File: config.mk
export PLATFORM = sky130hd
export DESIGN_NAME = uart_mem_ctrl_flat
export DESIGN_NICKNAME = d
export VERILOG_FILES = /design/src/rtl/uart_mem_pkg.sv /design/src/rtl/uart_mem_ctrl_if.sv /design/src/rtl/uart_mem_mux.sv /design/src/rtl/uart_mem_ctrl.sv /design/src/flat_wrapper.sv
export SDC_FILE = /design/constraint.sdc
export NUM_CORES = 1
export LEC_CHECK = 0
export BUFFER_PORTS_ARGS = -buffer_cell sky130_fd_sc_hd__buf_4
export CAP_MARGIN = 20
export CORE_AREA = 3 3 91 93
export CTS_BUF_LIST = sky130_fd_sc_hd__clkbuf_2 sky130_fd_sc_hd__clkbuf_4 sky130_fd_sc_hd__clkbuf_8
export DETAILED_ROUTE_END_ITERATION = 6
export DIE_AREA = 0 0 94 96
export PLACE_DENSITY = 0.77
export SKIP_LAST_GASP = 1
export SLEW_MARGIN = 20
export SYNTH_ARGS = -nofsm -noshare
export SYNTH_HDL_FRONTEND = slang
export SYNTH_SLANG_ARGS = --single-unit
File: constraint.sdc
create_clock -name clk -period 2.3 [get_ports clk]
set_input_delay 0.46 -clock clk [delete_from_list [all_inputs] [get_ports clk]]
set_output_delay 0.46 -clock clk [all_outputs]
set_load 0.05 [all_outputs]
File: src/rtl/uart_mem_pkg.sv
// uart_mem_pkg: shared state encoding and constants for the UART memory command sequencer.
package uart_mem_pkg;
  typedef enum logic [2:0] {IDLE, DRAIN, ACCESS, RD_CAP, TX_SEND, TX_WAIT} state_t;
  localparam logic MEM_IMEM = 1'b0;
  localparam logic MEM_DMEM = 1'b1;
  localparam logic CMD_READ = 1'b0;
  localparam logic CMD_WRITE = 1'b1;
  localparam int TX_TIMEOUT = 16;
endpackage

File: src/rtl/uart_mem_ctrl_if.sv
// uart_mem_ctrl_if: host command, CPU port, memory port and UART transmit signals of uart_mem_ctrl.
interface uart_mem_ctrl_if #(
  parameter int ADDR_W = 9,
  parameter int DATA_W = 32
);
  logic cmd_valid, cmd_rw, cmd_mem_type;
  logic [ADDR_W-1:0] cmd_addr;
  logic [DATA_W-1:0] cmd_wdata;
  logic cpu_req, cpu_we, cpu_gnt, cpu_stall;
  logic [ADDR_W-1:0] cpu_addr;
  logic [DATA_W-1:0] cpu_wdata, cpu_rdata;
  logic mem_req, mem_we, mem_sel;
  logic [ADDR_W-1:0] mem_addr;
  logic [DATA_W-1:0] mem_wdata, mem_rdata;
  logic tx_start, tx_busy;
  logic [DATA_W-1:0] tx_data;
  logic busy, overrun;
  modport master (
    input cmd_valid, cmd_rw, cmd_mem_type, cmd_addr, cmd_wdata,
    input cpu_req, cpu_we, cpu_addr, cpu_wdata, mem_rdata, tx_busy,
    output cpu_gnt, cpu_rdata, cpu_stall, mem_req, mem_we, mem_sel, mem_addr, mem_wdata,
    output tx_start, tx_data, busy, overrun
  );
  modport slave (
    output cmd_valid, cmd_rw, cmd_mem_type, cmd_addr, cmd_wdata,
    output cpu_req, cpu_we, cpu_addr, cpu_wdata, mem_rdata, tx_busy,
    input cpu_gnt, cpu_rdata, cpu_stall, mem_req, mem_we, mem_sel, mem_addr, mem_wdata,
    input tx_start, tx_data, busy, overrun
  );
endinterface

File: src/rtl/uart_mem_mux.sv
// uart_mem_mux: steers either the CPU or the latched host command onto the memory port.
module uart_mem_mux
  import uart_mem_pkg::*;
#(
  parameter int ADDR_W = 9,
  parameter int DATA_W = 32
) (
  input  logic              sel_cmd,
  input  logic              cpu_req,
  input  logic              cpu_we,
  input  logic [ADDR_W-1:0] cpu_addr,
  input  logic [DATA_W-1:0] cpu_wdata,
  input  logic              cmd_rw,
  input  logic              cmd_mem_type,
  input  logic [ADDR_W-1:0] cmd_addr,
  input  logic [DATA_W-1:0] cmd_wdata,
  output logic              cpu_gnt,
  output logic              mem_req,
  output logic              mem_we,
  output logic              mem_sel,
  output logic [ADDR_W-1:0] mem_addr,
  output logic [DATA_W-1:0] mem_wdata
);
  always_comb begin
    cpu_gnt = cpu_req && !sel_cmd;
    mem_req = sel_cmd || cpu_req;
    mem_we = sel_cmd ? cmd_rw : cpu_we;
    mem_sel = sel_cmd ? cmd_mem_type : MEM_DMEM;
    mem_addr = sel_cmd ? cmd_addr : cpu_addr;
    mem_wdata = sel_cmd ? cmd_wdata : cpu_wdata;
  end
endmodule

File: src/rtl/uart_mem_ctrl.sv
// uart_mem_ctrl: sequences UART host memory commands onto the shared memory port, stalling the CPU around each access.
// Define UART_MEM_READBACK_EN to execute read commands and return the word through the UART transmitter.
module uart_mem_ctrl
  import uart_mem_pkg::*;
#(
  parameter int ADDR_W = 9,
  parameter int DATA_W = 32,
  parameter int STALL_DRAIN = 2
) (
  input logic clk,
  input logic reset_n,
  uart_mem_ctrl_if.master bus
);
  localparam int CW = STALL_DRAIN > 1 ? $clog2(STALL_DRAIN) : 1;
  state_t state, nxt;
  logic cmd_rw, cmd_mem_type, accept, sel_cmd, overrun_q;
  logic [ADDR_W-1:0] cmd_addr;
  logic [DATA_W-1:0] cmd_wdata;
  logic [CW-1:0] drain_cnt;
`ifdef UART_MEM_READBACK_EN
  localparam int TW = $clog2(TX_TIMEOUT);
  logic [DATA_W-1:0] tx_data_q;
  logic tx_seen;
  logic [TW-1:0] tx_wait_cnt;
  assign accept = bus.cmd_valid && state == IDLE;
`else
  assign accept = bus.cmd_valid && state == IDLE && bus.cmd_rw == CMD_WRITE;
`endif
  always_ff @(posedge clk or negedge reset_n)
    if (!reset_n) state <= IDLE;
    else state <= nxt;
  always_comb begin
    nxt = state;
    case (state)
      IDLE:    nxt = accept ? DRAIN : IDLE;
      DRAIN:   nxt = drain_cnt == '0 ? ACCESS : DRAIN;
`ifdef UART_MEM_READBACK_EN
      ACCESS:  nxt = cmd_rw == CMD_WRITE ? IDLE : RD_CAP;
      RD_CAP:  nxt = TX_SEND;
      TX_SEND: nxt = bus.tx_busy ? TX_SEND : TX_WAIT;
      // Leave once the transmitter has gone busy and idle again, or it never went busy within the timeout.
      TX_WAIT: nxt = !bus.tx_busy && (tx_seen || tx_wait_cnt == TW'(TX_TIMEOUT - 1)) ? IDLE : TX_WAIT;
`else
      ACCESS:  nxt = IDLE;
`endif
      default: nxt = IDLE;
    endcase
  end
  always_comb begin
    sel_cmd = state == ACCESS;
    bus.cpu_stall = state == DRAIN || state == ACCESS;
    bus.busy = state != IDLE;
    bus.cpu_rdata = bus.mem_rdata;
    bus.overrun = overrun_q;
`ifdef UART_MEM_READBACK_EN
    bus.tx_start = state == TX_SEND && !bus.tx_busy;
    bus.tx_data = tx_data_q;
`else
    bus.tx_start = 1'b0;
    bus.tx_data = '0;
`endif
  end
  always_ff @(posedge clk or negedge reset_n)
    if (!reset_n) begin
      cmd_rw <= 1'b0;
      cmd_mem_type <= 1'b0;
      cmd_addr <= '0;
      cmd_wdata <= '0;
      drain_cnt <= '0;
      overrun_q <= 1'b0;
    end else begin
      if (accept) begin
        cmd_rw <= bus.cmd_rw;
        cmd_mem_type <= bus.cmd_mem_type;
        cmd_addr <= bus.cmd_addr;
        cmd_wdata <= bus.cmd_wdata;
      end
      drain_cnt <= accept ? CW'(STALL_DRAIN - 1) : state == DRAIN && drain_cnt != '0 ? drain_cnt - 1'b1 : drain_cnt;
      if (bus.cmd_valid && state != IDLE) overrun_q <= 1'b1;
    end
`ifdef UART_MEM_READBACK_EN
  always_ff @(posedge clk or negedge reset_n)
    if (!reset_n) begin
      tx_data_q <= '0;
      tx_seen <= 1'b0;
      tx_wait_cnt <= '0;
    end else begin
      if (state == RD_CAP) tx_data_q <= bus.mem_rdata;
      tx_seen <= state == TX_WAIT && (tx_seen || bus.tx_busy);
      tx_wait_cnt <= state == TX_WAIT && !tx_seen && !bus.tx_busy ? tx_wait_cnt + 1'b1 : state == TX_WAIT ? tx_wait_cnt : '0;
    end
`endif
  uart_mem_mux #(.ADDR_W(ADDR_W), .DATA_W(DATA_W)) u_mux (
    .sel_cmd(sel_cmd),
    .cpu_req(bus.cpu_req),
    .cpu_we(bus.cpu_we),
    .cpu_addr(bus.cpu_addr),
    .cpu_wdata(bus.cpu_wdata),
    .cmd_rw(cmd_rw),
    .cmd_mem_type(cmd_mem_type),
    .cmd_addr(cmd_addr),
    .cmd_wdata(cmd_wdata),
    .cpu_gnt(bus.cpu_gnt),
    .mem_req(bus.mem_req),
    .mem_we(bus.mem_we),
    .mem_sel(bus.mem_sel),
    .mem_addr(bus.mem_addr),
    .mem_wdata(bus.mem_wdata)
  );
endmodule

File: src/flat_wrapper.sv
// flat-port wrapper written by rule: the top's interface ports become plain ports
module uart_mem_ctrl_flat import uart_mem_pkg::*;
#(
  parameter int ADDR_W = 9,
  parameter int DATA_W = 32,
  parameter int STALL_DRAIN = 2
)
  (clk, reset_n, bus_cmd_valid, bus_cmd_rw, bus_cmd_mem_type, bus_cmd_addr, bus_cmd_wdata, bus_cpu_req, bus_cpu_we, bus_cpu_addr, bus_cpu_wdata, bus_mem_rdata, bus_tx_busy, bus_cpu_gnt, bus_cpu_rdata, bus_cpu_stall, bus_mem_req, bus_mem_we, bus_mem_sel, bus_mem_addr, bus_mem_wdata, bus_tx_start, bus_tx_data, bus_busy, bus_overrun);
  uart_mem_ctrl_if #(.ADDR_W(ADDR_W), .DATA_W(DATA_W)) bus_i ();
  input logic clk;
  input logic reset_n;
  input wire logic [$bits(bus_i.cmd_valid)-1:0] bus_cmd_valid;
  input wire logic [$bits(bus_i.cmd_rw)-1:0] bus_cmd_rw;
  input wire logic [$bits(bus_i.cmd_mem_type)-1:0] bus_cmd_mem_type;
  input wire logic [$bits(bus_i.cmd_addr)-1:0] bus_cmd_addr;
  input wire logic [$bits(bus_i.cmd_wdata)-1:0] bus_cmd_wdata;
  input wire logic [$bits(bus_i.cpu_req)-1:0] bus_cpu_req;
  input wire logic [$bits(bus_i.cpu_we)-1:0] bus_cpu_we;
  input wire logic [$bits(bus_i.cpu_addr)-1:0] bus_cpu_addr;
  input wire logic [$bits(bus_i.cpu_wdata)-1:0] bus_cpu_wdata;
  input wire logic [$bits(bus_i.mem_rdata)-1:0] bus_mem_rdata;
  input wire logic [$bits(bus_i.tx_busy)-1:0] bus_tx_busy;
  output wire logic [$bits(bus_i.cpu_gnt)-1:0] bus_cpu_gnt;
  output wire logic [$bits(bus_i.cpu_rdata)-1:0] bus_cpu_rdata;
  output wire logic [$bits(bus_i.cpu_stall)-1:0] bus_cpu_stall;
  output wire logic [$bits(bus_i.mem_req)-1:0] bus_mem_req;
  output wire logic [$bits(bus_i.mem_we)-1:0] bus_mem_we;
  output wire logic [$bits(bus_i.mem_sel)-1:0] bus_mem_sel;
  output wire logic [$bits(bus_i.mem_addr)-1:0] bus_mem_addr;
  output wire logic [$bits(bus_i.mem_wdata)-1:0] bus_mem_wdata;
  output wire logic [$bits(bus_i.tx_start)-1:0] bus_tx_start;
  output wire logic [$bits(bus_i.tx_data)-1:0] bus_tx_data;
  output wire logic [$bits(bus_i.busy)-1:0] bus_busy;
  output wire logic [$bits(bus_i.overrun)-1:0] bus_overrun;
  assign bus_i.cmd_valid = bus_cmd_valid;
  assign bus_i.cmd_rw = bus_cmd_rw;
  assign bus_i.cmd_mem_type = bus_cmd_mem_type;
  assign bus_i.cmd_addr = bus_cmd_addr;
  assign bus_i.cmd_wdata = bus_cmd_wdata;
  assign bus_i.cpu_req = bus_cpu_req;
  assign bus_i.cpu_we = bus_cpu_we;
  assign bus_i.cpu_addr = bus_cpu_addr;
  assign bus_i.cpu_wdata = bus_cpu_wdata;
  assign bus_i.mem_rdata = bus_mem_rdata;
  assign bus_i.tx_busy = bus_tx_busy;
  assign bus_cpu_gnt = bus_i.cpu_gnt;
  assign bus_cpu_rdata = bus_i.cpu_rdata;
  assign bus_cpu_stall = bus_i.cpu_stall;
  assign bus_mem_req = bus_i.mem_req;
  assign bus_mem_we = bus_i.mem_we;
  assign bus_mem_sel = bus_i.mem_sel;
  assign bus_mem_addr = bus_i.mem_addr;
  assign bus_mem_wdata = bus_i.mem_wdata;
  assign bus_tx_start = bus_i.tx_start;
  assign bus_tx_data = bus_i.tx_data;
  assign bus_busy = bus_i.busy;
  assign bus_overrun = bus_i.overrun;
  uart_mem_ctrl #(.ADDR_W(ADDR_W), .DATA_W(DATA_W), .STALL_DRAIN(STALL_DRAIN)) u_core (.clk(clk), .reset_n(reset_n), .bus(bus_i));
endmodule
### After elaboration in Yosys (flattened, before gate mapping)

Index checks and enable logic that the tools add are counted.

* flip-flop bits (word level): 48
* bits of input ports: 122
* output and inout port bits: 113
* word-level logic and storage cells: 30

* add/subtract/negate cells: 1
* equal/unequal tests: 2
* multiplexer cells: 9
* reduce and logical (&&, ||, !) cells: 11

Operators with widths (count)
* $mux W32: 1
* $mux W9: 1
* $pmux W3 S2: 1
* $logic_and A1 B1 Y1: 5
* $mux W1: 5
* $eq A3 B1 Y1 const B: 1
* $eq A3 B2 Y1 const B: 1
* $logic_not A3 Y1: 1
* $reduce_bool A3 Y1: 1
* $logic_or A1 B1 Y1: 2
* $mux W2: 1
* $reduce_bool A2 Y1: 1
* $logic_not A1 Y1: 1
* $sub A1 B1 Y1 const B: 1

### Depth between registers and ports, before layout

Gate-level depths: netlist of run 1.

* depth after elaboration: 5
* gate-level depth with buffers: 5
* gate-level depth less buffers: 4

### Hierarchy

A second synthesis of run 1 with hierarchy kept.

* cell total of the unflattened synthesis: 223
* area total of the unflattened synthesis: 3029.2 um^2

By module, submodules not included
* uart_mem_ctrl: times used 1, cells an instance 173, area an instance 2312.2 um^2
* uart_mem_mux: times used 1, cells an instance 50, area an instance 716.9 um^2

### Worst setup path after synthesis of run 1

OpenSTA, ideal clock, no wires.

* kind: reg-to-output
* start: reg u_core.state[0]
* end: out bus_cpu_gnt
* arrival time: 1.597 ns
* setup slack: 0.243 ns
* cell stages (with the launch flop): 6
* path buffers: 2
* cell sequence: dfrtp_1 inv_1 ha_1 buf_2 buf_2 nor2b_1

* longest elaborated chain between the ends: 3

Ends and longest elaborated chain
* start, declared: RTL line uart_mem_ctrl.sv:15 `state_t state, nxt;`
* start signal, assigned: RTL line uart_mem_ctrl.sv:31 `else state <= nxt;`
* $eq A3 B2 Y1: RTL line uart_mem_ctrl.sv:50 `sel_cmd = state == ACCESS;`
* $logic_not A1 Y1: RTL line uart_mem_mux.sv:25 `cpu_gnt = cpu_req && !sel_cmd;`
* $logic_and A1 B1 Y1: RTL line uart_mem_mux.sv:25
* end, declared: RTL line flat_wrapper.sv:23 `output wire logic [$bits(bus_i.cpu_gnt)-1:0] bus_cpu_gnt;`

Every way passes these cells.

### Worst setup path in the final report of run 1

* start: reg u_core.state[0]
* end: out bus_mem_wdata[3]

* longest elaborated chain between the ends: 2

Ends and longest elaborated chain
* $eq A3 B2 Y1: RTL line uart_mem_ctrl.sv:50
* $mux W32: RTL line uart_mem_mux.sv:30 `mem_wdata = sel_cmd ? cmd_wdata : cpu_wdata;`
* end, declared: RTL line flat_wrapper.sv:30 `output wire logic [$bits(bus_i.mem_wdata)-1:0] bus_mem_wdata;`

Every way passes these cells.

==> results of run 1 <==
## report_power, final
group          total (W)  leakage (nW)  switching [W]  internal [W]
clock           0.000715        0.0688       0.000269      0.000446
sequential       0.00142         0.549       0.000192       0.00123
combinational    0.00253          1.19        0.00147       0.00106
## critical path, stage by stage (launching register included)
cell,delay (ns)
dfrtp_1,0.39
inv_1,0.09
ha_2,0.23
buf_12,0.19
mux2_2,0.36
buf_4,0.19
## repair_timing
item	4_1_cts	5_1_grt
buffers inserted	0	0
endpoints found under the setup margin	20	20
gates resized for setup	1	2
hold endpoints to repair	0	0
## registers in the layout, summed over array words and instances, names as in the netlist
register	flops
u_core.cmd_addr	9
u_core.cmd_wdata	32
u_core.drain_cnt	1
u_core.bus.overrun	1
u_core.state	2
u_core.cmd_mem_type	1
u_core.cmd_rw	1
## final timing paths
check | slack (ns) | from | endpoint | cells past startpoint
max | 0.09 | u_core.state[0]$_DFF_PN0_ | bus_mem_wdata[3] | 5
min | 0.16 | reset_n | u_core.cmd_addr[7]$_DFFE_PN0P_ | 1
max reg2reg | 0.48 | u_core.state[0]$_DFF_PN0_ | u_core.cmd_wdata[6]$_DFFE_PN0P_ | 5
min reg2reg | 0.47 | u_core.cmd_rw$_DFFE_PN0P_ | u_core.cmd_rw$_DFFE_PN0P_ | 1
max in group asynchronous | 1.72 | reset_n | u_core.cmd_wdata[16]$_DFFE_PN0P_ | 1
min in group clk | 0.39 | bus_cmd_wdata[2] | u_core.cmd_wdata[2]$_DFFE_PN0P_ | 2
## cell families (layout without fill, tap and decap cells)
kind of cell	after synthesis	after routing	share of synthesized area, %
multiplexers	84	84	33.8
buffers and inverters	78	151	20.6
flip-flops	47	47	41.6
AND/OR/NAND/NOR	8	8	2.04
adder cells (fa/ha/maj)	3	3	1.33
AO/OA/AOI/OAI	2	2	0.486
other	1	33	0.133
## cell type report
class                      count  area, um2  area share (%)
multi-input combinational    130       1190            32.1
sequential                    47       1180            31.6
timing repair buffer         139       1070            28.8
tap                          102        128            3.43
clock buffer                   6       76.3            2.05
clock inverter                 2       60.1            1.62
inverter                       4       15.0           0.404
## routing by layer
layer | wire length, um | track usage [%] | part of all wire [%] | vias to the layer above
li1 | - | - | - | 859
met2 | 3000 | 22.8 | 53 | 116
met3 | 650 | 3.60 | 11 | 19
met1 | 1860 | 12.2 | 33 | 911
met4 | 171 | 5.78 | 3.0 | 0
met5 | 0 | 0 | 0 | -
## stage by stage
step	cells	hold slack, ns	worst slack, ns	total power, W
detailed placement	422	0.447	0.296	0.00398
floorplan	255	0.164	0.243	0.00351
finish	430	0.157	0.0913	0.00467
global route	430	0.201	-0.00412	0.00494
CTS	430	0.185	0.0233	0.00473
global placement	422	0.441	0.354	0.00392
## placed cells by master, fill, tap and decap left out
master	count
clkbuf_4	1
nor2b_1	2
mux2_4	3
nand3_4	1
or2b_1	1
bufinv_16	2
mux2_2	81
buf_12	2
buf_4	137
inv_1	4
or2_2	1
ha_2	1
nand2_1	2
o21ai_0	1
conb_1	33
ha_1	2
clkbuf_8	5
nand2b_1	1
dfrtp_1	47
a21o_2	1
==> summary.md, run 1 <==
| Metric | Value |
|---|---|
| CTS tree | done |
| Measured slew at the worst slew-check pin | approximately 0.6 ns |
| Worst Path Required | approximately 1.8 ns |
| Drt via density | about 4.4 |
| Fin crit period | 2.21 ns |
| Pins over their slew limit | 0 |
| CTS HTree Levels | 2 |
| Vias in the first global route | 1,958 |
| Syn_area_per_cell | 12.7 um2 |
| Global route overflow | 0 |
| Total GRT Usage | 12.1% |
| Post-route DRC | 0 |
| Initial DRT Pass Iterations | 3 |
| Arr. time, crit path | 1.75 ns |
| Final ANT Viol Nets | 0 |
| Initial core utilization | 37.2% |
| Share of layout cells above drive strength 1 | 71.6% |
| Top cells by count, synth | mux2_2 (81), buf_4 (65), dfrtp_1 (47) |
| Async set-reset flop share out of synthesis | 100% |
| Max Fclk | 453 MHz |
| Area share of the largest cell type after synthesis | 41.6% |
| First-pass GRT wire length | 8.67 mm |
| Distinct cells, synth | 17 |
| Die ar. | 9020 um2 |
| Post-DP Area | 3570 um2 |
| Mapped Area | 2830 um2 |
| Top Ports | approximately 240 |
| FF+latch count, synth | 47 |
| CTS Buf Count | 5 |
| Number of fill cells | 703 |
| Fin util | just under 50% |
| Die Width | 94 um |
| PortBufs | 136 |
| Max-Slew Margin vs Limit | 59.8% |
| Maxcap violations | 0 |
| Setup CP Type | reg2out |
| Clk pin slew, worst setup/hold paths | 0.09 ns |
| Crit path launch type | flop |
| Vias | 1,905 |
| Worst skew pair latency | approximately 0.29 ns |
| 1st-iter DRT viols | 22 |
| Area Overhead vs Synth | 31.4% |
| Routed len/inst | 13.2 um |
| Chip height | 96 um |
| Final worst path period share | 96.0% |
| Core Rows | 32 |
| IR drop worst, VDD | between 0.0008 and 0.0009 V |
| Max FO, Critical Path | 25 |
| Diode count | 0 |
| Hold Buf Count CTS | 0 |
| Status | finished clean |
| Clock skew | 0.00916 ns |
| Post-Route WL | 5.68 mm |
| Post-synth EDFFs | 0 |
| Post-route cell area | 3720 um2 |
| Setup Total Neg Slack | 0 ns |
| Largest net degree at the start of global routing | 48 |
| Gpl congestion | approximately 0.64 |
| RSZ-0062 raised after global routing | yes |
| Core area | 7610 um2 |
| Yosys warning total | 0 |
| Post-synth top area cell | dfrtp_1 |
| Top-count cell post-synth | mux2_2 |
| Clock buffer depth | 2 |
| CTS root buf | clkbuf_8 |
| Post-detail-place hpwl | 4.49 mm |
| Mapped Cells | 223 |
| Crit end category | output port |
| Final Hold Vio Count | 0 |
| Synth area leaders | dfrtp_1 (42%), mux2_2 (32%), buf_4 (17%), clkbuf_8 (1.9%), mux2_4 (1.6%) |
| P_leak | 1.81 nW |
| Sequential element share of the synthesized area | 41.6% |
| Nets@finish | 452 |
| Power Density | 1260 nW/um2 |
| Clock sinks | 47 |
| Ys flop type | dfrtp_1 |
| HP Class | in2async |
| Initial antenna violation count | 0 |
| Setup Viol. Count Final | 0 |
(Power assumes the default switching activity.)
==> run 2: changes to the inputs <==
- BUFFER_PORTS_ARGS: -buffer_cell sky130_fd_sc_hd__buf_4 -> -buffer_cell sky130_fd_sc_hd__buf_2
==> run 2 against run 1 <==
  * Total power fell by 3.5%
  * Non-clock buffer count rose by 3
  * Global-route usage fell by 0.37 points
  * Sequential power barely moved
  * Core utilization fell by 3.8 points
==> summary.md, run 2 (synthesized netlist as in run 1, its figures left out) <==
| Metric | Value |
|---|---|
| P_leak | 1.71 nW (was 1.81 nW) |
| Worst Path Required | 1.84 ns (about the same) |
| NetSw | 0.00198 W (was 0.00193 W) |
| Setup CP Type | reg2out (unchanged) |
| CTS root buf | clkbuf_8 (unchanged) |
| Post-Route WL | 6.16 mm (was 5.68 mm) |
| 1st-iter DRT viols | 23 (was 22) |
| CTS HTree Levels | 2 (unchanged) |
| Crit end category | output port (unchanged) |
| Clock Power Share | 13.7% (was 15.3%) |
| Chip height | 96 um (unchanged) |
| Commonest non-fill, non-tap cells in the layout | buf_2 (134), mux2_2 (81), dfrtp_1 (47), conb_1 (33), clkbuf_8 (6) (was buf_4 (137), mux2_2 (81), dfrtp_1 (47), conb_1 (33), clkbuf_8 (5)) |
| HP Class | in2async (unchanged) |
| Gpl congestion | 0.682 (was 0.640) |
| Clock sinks | 47 (unchanged) |
| RSZ-0062 raised after global routing | no (was yes) |
| Int Pwr | 0.00252 W (was 0.00273 W) |
| Number of fill cells | 719 (was 703) |
| Total GRT Usage | 11.7% (was 12.1%) |
| Core area | 7610 um2 (unchanged) |
| Switching share of power | 44.0% (was 41.4%) |
| Initial DRT Pass Iterations | 4 (was 3) |
| Max-Slew Margin vs Limit | 57.3% (was 59.8%) |
| Clock buffer depth | 2 (unchanged) |
| CTS tree | done (unchanged) |
| Clk pin slew, worst setup/hold paths | 0.09 ns (about the same) |
| Worst Setup Slack post-DPL | 0.328 ns (was 0.296 ns) |
| Final WS setup | 0.113 ns (was 0.0913 ns) |
| Routed len/inst | 14.2 um (was 13.2 um) |
| Final Hold Vio Count | 0 (unchanged) |
| Die ar. | 9020 um2 (unchanged) |
| Share of layout cells above drive strength 1 | 72.2% (was 71.6%) |
| First-pass GRT wire length | 8.34 mm (was 8.67 mm) |
| CTS Buf Count | 5 (unchanged) |
| Power Density | 1310 nW/um2 (was 1260 nW/um2) |
| Worst skew pair latency | 0.29 ns (about the same) |
| Max FO, Critical Path | 11 (was 25) |
| Die Width | 94 um (unchanged) |
| Max Fclk | 457 MHz (was 453 MHz) |
| Crit path launch type | flop (unchanged) |
| Pins over their slew limit | 0 (unchanged) |
| Final ANT Viol Nets | 0 (unchanged) |
| Initial antenna violation count | 0 (unchanged) |
| Register area | 1180 um2 (unchanged) |
| Global route overflow | 0 (unchanged) |
| Core Rows | 32 (unchanged) |
| Vias in the first global route | 1,870 (was 1,958) |
| IR drop worst, VDD | 0.000847 V (was 0.000872 V) |
| Post-route DRC | 0 (unchanged) |
| Fin crit period | 2.19 ns (was 2.21 ns) |
| Initial core utilization | 37.2% (unchanged) |
| PortBufs | 136 (unchanged) |
| Arr. time, crit path | 1.73 ns (was 1.75 ns) |
| Drt via density | 4.37 (was 4.43) |
| Logic pwr share | 54.5% (was 54.2%) |
| Biggest regs | u_core.cmd_wdata x32, u_core.cmd_addr x9, u_core.state x2 (unchanged) |
| Clock skew | 0.00787 ns (was 0.00916 ns) |
| Final worst path period share | 95.1% (was 96.0%) |
| Diode count | 0 (unchanged) |
| Measured slew at the worst slew-check pin | 0.640 ns (was 0.603 ns) |
| Vias | 1,893 (was 1,905) |
| Setup Viol. Count Final | 0 (unchanged) |
| Post-detail-place hpwl | 4.35 mm (was 4.49 mm) |
| Seq pwr share | 31.8% (was 30.4%) |
| Top Ports | 235 (unchanged) |
| Status | finished clean (unchanged) |
| Commonest non-fill, non-tap cell in the layout | buf_2 (was buf_4) |
| Footprint of the multi-input gates | 1200 um2 (was 1190 um2) |
| Largest reg by FF count | u_core.cmd_wdata (unchanged) |
| Largest net degree at the start of global routing | 46 (was 48) |
| Nets@finish | 455 (was 452) |
| Max reg flops | 32 (unchanged) |
| Setup Total Neg Slack | 0 ns (unchanged) |
| Maxcap violations | 0 (unchanged) |
| Area Overhead vs Synth | 21.1% (was 31.4%) |
[run 2: critical path, stage by stage (launching register included)]
cell	delay, ns
dfrtp_1	0.40
inv_2	0.09
ha_4	0.20
clkbuf_16	0.20
mux2_2	0.34
buf_2	0.21
[run 2: repair_timing]
| action | CTS | global route |
|---|---|---|
| pin swaps | 0 | 1 |
| resized for setup | 0 | 6 |
| hold buffers | 0 | 0 |
| cloned | 0 | 3 |
| setup endpoints to repair | 17 | 42 |
| setup buffers | 0 | 0 |
[run 2: area by class of cell]
class | count | area share (%)
multi-input cells | 130 | 35.1
flip-flops and latches | 47 | 34.3
repair buffers | 142 | 22.9
well taps | 102 | 3.73
clock buffers | 6 | 2.41
clock inverters | 2 | 1.02
inverters | 4 | 0.438
[run 2: through the flow]
step	hold slack (ns)	instances	total power [W]	util (%)	cell area, um2
after floorplan	0.164	255	0.00351	-	2950
after global placement	0.442	422	0.00370	42.4	3230
after detailed placement	0.450	422	0.00378	42.4	3230
after CTS	0.137	430	0.00442	44.0	3340
after global routing	0.129	433	0.00478	45.0	3420
final	0.115	433	0.00450	45.0	3420
[run 2: power groups by stage]
stage               Clock (W)  Combinational (W)  Sequential [W]
floorplan                   0            0.00215         0.00136
global placement            0            0.00229         0.00141
detailed placement          0            0.00234         0.00144
CTS                  0.000655            0.00234         0.00142
finish               0.000618            0.00245         0.00143
global route         0.000694            0.00261         0.00147
[run 2: final timing paths]
check	start	endpoint	slack, ns	cells past startpoint
max	u_core.state[0]$_DFF_PN0_	bus_mem_wdata[4]	0.11	5
min	reset_n	u_core.cmd_addr[7]$_DFFE_PN0P_	0.11	1
max reg2reg	u_core.state[1]$_DFF_PN0_	u_core.cmd_addr[5]$_DFFE_PN0P_	0.44	4
min reg2reg	u_core.drain_cnt$_DFFE_PN0P_	u_core.state[1]$_DFF_PN0_	0.46	1
max in group asynchronous	reset_n	u_core.cmd_addr[5]$_DFFE_PN0P_	1.46	2
min in group clk	bus_cmd_addr[8]	u_core.cmd_addr[8]$_DFFE_PN0P_	0.39	2
[run 2: metal layers]
metal	routed length, um	vias up	global-route usage, %
met5	0	-	0
met4	188	0	5.78
met3	595	21	3.21
met2	3160	119	22.2
met1	2220	889	11.8
li1	-	864	-
==> run 3: changes to the inputs <==
- BUFFER_PORTS_ARGS: -buffer_cell sky130_fd_sc_hd__buf_2 -> -buffer_cell sky130_fd_sc_hd__clkbuf_2
- CORE_AREA: 3 3 91 93 -> unset
- CORE_ASPECT_RATIO: unset -> 0.8
- CORE_MARGIN: unset -> 3
- CORE_UTILIZATION: unset -> 40
- DIE_AREA: 0 0 94 96 -> unset
- PLACE_DENSITY: 0.77 -> 0.83
- REMOVE_ABC_BUFFERS: unset -> 1
==> run 3 against run 2 <==
  * Core utilization increased by 5.5 points
  * Flip-flop and latch count did not move
  * Setup slack got worse by 0.046 ns
  * Routed wire length increased by 13%
  * Critical endpoint is now bus_mem_wdata[23]
==> summary.md, run 3 (synthesized netlist as in run 1, its figures left out) <==
| Metric | Value |
|---|---|
| Status | finished clean (unchanged) |
| Core Rows | 26 (was 32) |
| Largest reg by FF count | u_core.cmd_wdata (unchanged) |
| Post-Route WL | 6.97 mm (was 6.16 mm) |
| Reg2Reg Depth | 4 (unchanged) |
| Crit path from | u_core.state[0]$_DFF_PN0_ (unchanged) |
| Core area | 6600 um2 (was 7610 um2) |
| Final Hold Vio Count | 0 (unchanged) |
| Max Fclk | 448 MHz (was 457 MHz) |
| Int Pwr | 0.00236 W (was 0.00252 W) |
| Worst setup path end | bus_mem_wdata[23] (was bus_mem_wdata[4]) |
| Arr. time, crit path | 1.77 ns (was 1.73 ns) |
| Clock sinks | 47 (unchanged) |
| Max FO, Critical Path | 22 (was 11) |
| Fin crit period | 2.23 ns (was 2.19 ns) |
| Commonest non-fill, non-tap cell in the layout | clkbuf_2 (was buf_2) |
| 1st-iter DRT viols | 23 (unchanged) |
| Die ar. | 8120 um2 (was 9020 um2) |
| Largest net degree at the start of global routing | 46 (unchanged) |
| Maxcap violations | 0 (unchanged) |
| Total GRT Usage | 16.4% (was 11.7%) |
| Post-detail-place hpwl | 5.56 mm (was 4.35 mm) |
| Seq pwr share | 33.2% (was 31.8%) |
| Logic pwr share | 55.3% (was 54.5%) |
| CTS Buf Count | 5 (unchanged) |
| Number of fill cells | 597 (was 719) |
| Setup CP Type | reg2out (unchanged) |
| Crit path launch type | flop (unchanged) |
| PortBufs | 136 (unchanged) |
| Internal reg-to-reg setup slack | 0.45 ns (was 0.44 ns) |
| Commonest non-fill, non-tap cells in the layout | clkbuf_2 (115), mux2_2 (81), dfrtp_1 (47), conb_1 (33), buf_2 (21) (was buf_2 (134), mux2_2 (81), dfrtp_1 (47), conb_1 (33), clkbuf_8 (6)) |
| Initial core utilization | 42.8% (was 37.2%) |
| Clock buffer depth | 2 (unchanged) |
| Clk pin slew, worst setup/hold paths | 0.08 ns (was 0.09 ns) |
| Measured slew at the worst slew-check pin | 0.634 ns (was 0.640 ns) |
| CTS HTree Levels | 2 (unchanged) |
| Initial DRT Pass Iterations | 4 (unchanged) |
| P_leak | 1.70 nW (was 1.71 nW) |
| Clock Power Share | 11.5% (was 13.7%) |
| Pins over their slew limit | 0 (unchanged) |
| HP Class | in2async (unchanged) |
| Worst r2r dst | u_core.cmd_wdata[20]$_DFFE_PN0P_ (was u_core.cmd_addr[5]$_DFFE_PN0P_) |
| Die Width | 100 um (was 94 um) |
| Routed len/inst | 16.9 um (was 14.2 um) |
| First-pass GRT wire length | 9.89 mm (was 8.34 mm) |
| Fin util | 50.5% (was 45.0%) |
| Setup Viol. Count Final | 0 (unchanged) |
| Crit end category | output port (unchanged) |
| Drt via density | 4.54 (was 4.37) |
| Post-CTS setup buffers | 0 (unchanged) |
| Chip height | 81.2 um (was 96 um) |
| RSZ-0062 raised after global routing | yes (was no) |
| Vias in the first global route | 1,874 (was 1,870) |
| Final ANT Viol Nets | 0 (unchanged) |
| Gpl congestion | 0.678 (was 0.682) |
| Final worst path period share | 97.1% (was 95.1%) |
| Top Ports | 235 (unchanged) |
| CTS root buf | clkbuf_8 (unchanged) |
| IR drop worst, VDD | 0.000568 V (was 0.000847 V) |
| Switching share of power | 45.0% (was 44.0%) |
| Biggest regs | u_core.cmd_wdata x32, u_core.cmd_addr x9, u_core.state x2 (unchanged) |
| Worst Path Required | 1.84 ns (about the same) |
| Area Overhead vs Synth | 17.9% (was 21.1%) |
| Worst skew pair latency | 0.29 ns (about the same) |
| R2R Path Start | u_core.state[0]$_DFF_PN0_ (was u_core.state[1]$_DFF_PN0_) |
| Clock skew | 0.00902 ns (was 0.00787 ns) |
| Initial antenna violation count | 0 (unchanged) |
| Final hold slack | 0.144 ns (was 0.115 ns) |
| Post-route DRC | 0 (unchanged) |
| Vias | 1,877 (was 1,893) |
| Global route overflow | 0 (unchanged) |
| Power Density | 1290 nW/um2 (was 1310 nW/um2) |
| Nets@finish | 453 (was 455) |
| Max reg flops | 32 (unchanged) |
| NetSw | 0.00194 W (was 0.00198 W) |
| Diode count | 0 (unchanged) |
| Max-Slew Margin vs Limit | 57.8% (was 57.3%) |
| Share of layout cells above drive strength 1 | 71.7% (was 72.2%) |
| CTS tree | done (unchanged) |
-- run 3: layout make-up --
type / count / area, um2 / area share, %
clock buffer: 7 / 83.8 / 2.51
clock inverter: 1 / 5.00 / 0.150
inverter: 4 / 15.0 / 0.450
multi-input combinational: 130 / 1200 / 36.0
sequential: 47 / 1180 / 35.3
tap: 84 / 105 / 3.15
timing repair buffer: 140 / 748 / 22.4
-- run 3: how the worst min path moves through the flow --
stage	to	from	cells after the start
after global placement	u_core.state[1]$_DFF_PN0_	u_core.drain_cnt$_DFFE_PN0P_	1
after global routing	u_core.cmd_wdata[23]$_DFFE_PN0P_	reset_n	1
after CTS	u_core.cmd_addr[7]$_DFFE_PN0P_	reset_n	1
final	u_core.cmd_addr[7]$_DFFE_PN0P_	reset_n	1
after detailed placement	u_core.cmd_rw$_DFFE_PN0P_	u_core.cmd_rw$_DFFE_PN0P_	1
after floorplan	u_core.bus.overrun$_DFFE_PN0P_	reset_n	0
-- run 3: metrics by stage --
step	std cells	instance area [um2]	total power, W	TNS [ns]	setup WS [ns]
floorplan	181	2380	0.00327	-10.95	-0.318
global placement	404	3200	0.00371	0	0.312
detailed placement	404	3200	0.00378	0	0.280
CTS	412	3300	0.00430	0	0.0122
global route	413	3340	0.00458	-0.466	-0.0323
finish	413	3340	0.00430	0	0.0663
-- run 3: layer usage --
layer / up-vias / global-route usage (%) / part of all wire [%]
met5: - / 6.41 / 0.67
met3: 12 / 10.3 / 16
met4: 2 / 3.23 / 0.90
met1: 858 / 21.3 / 41
met2: 147 / 22.4 / 42
li1: 858 / - / -
-- run 3: what timing repair did --
| action | 4_1_cts | 5_1_grt |
|---|---|---|
| endpoints found under the setup margin | 19 | 37 |
| cloned | 0 | 1 |
| hold buffers | 0 | 0 |
| resized for setup | 1 | 23 |
-- run 3: critical path, cell delays in order, from the launching register on --
cell	delay, ns
dfrtp_1	0.39
inv_1	0.12
ha_4	0.20
buf_8	0.20
mux2_2	0.35
buf_2	0.21
-- run 3: power by group through the flow --
| stage | combinational, W | sequential [W] | clock [W] |
|---|---|---|---|
| global route | 0.00253 | 0.00148 | 0.000561 |
| global placement | 0.00230 | 0.00141 | 0 |
| floorplan | 0.00190 | 0.00136 | 0 |
| CTS | 0.00235 | 0.00143 | 0.000521 |
| detailed placement | 0.00234 | 0.00144 | 0 |
| finish | 0.00238 | 0.00143 | 0.000494 |
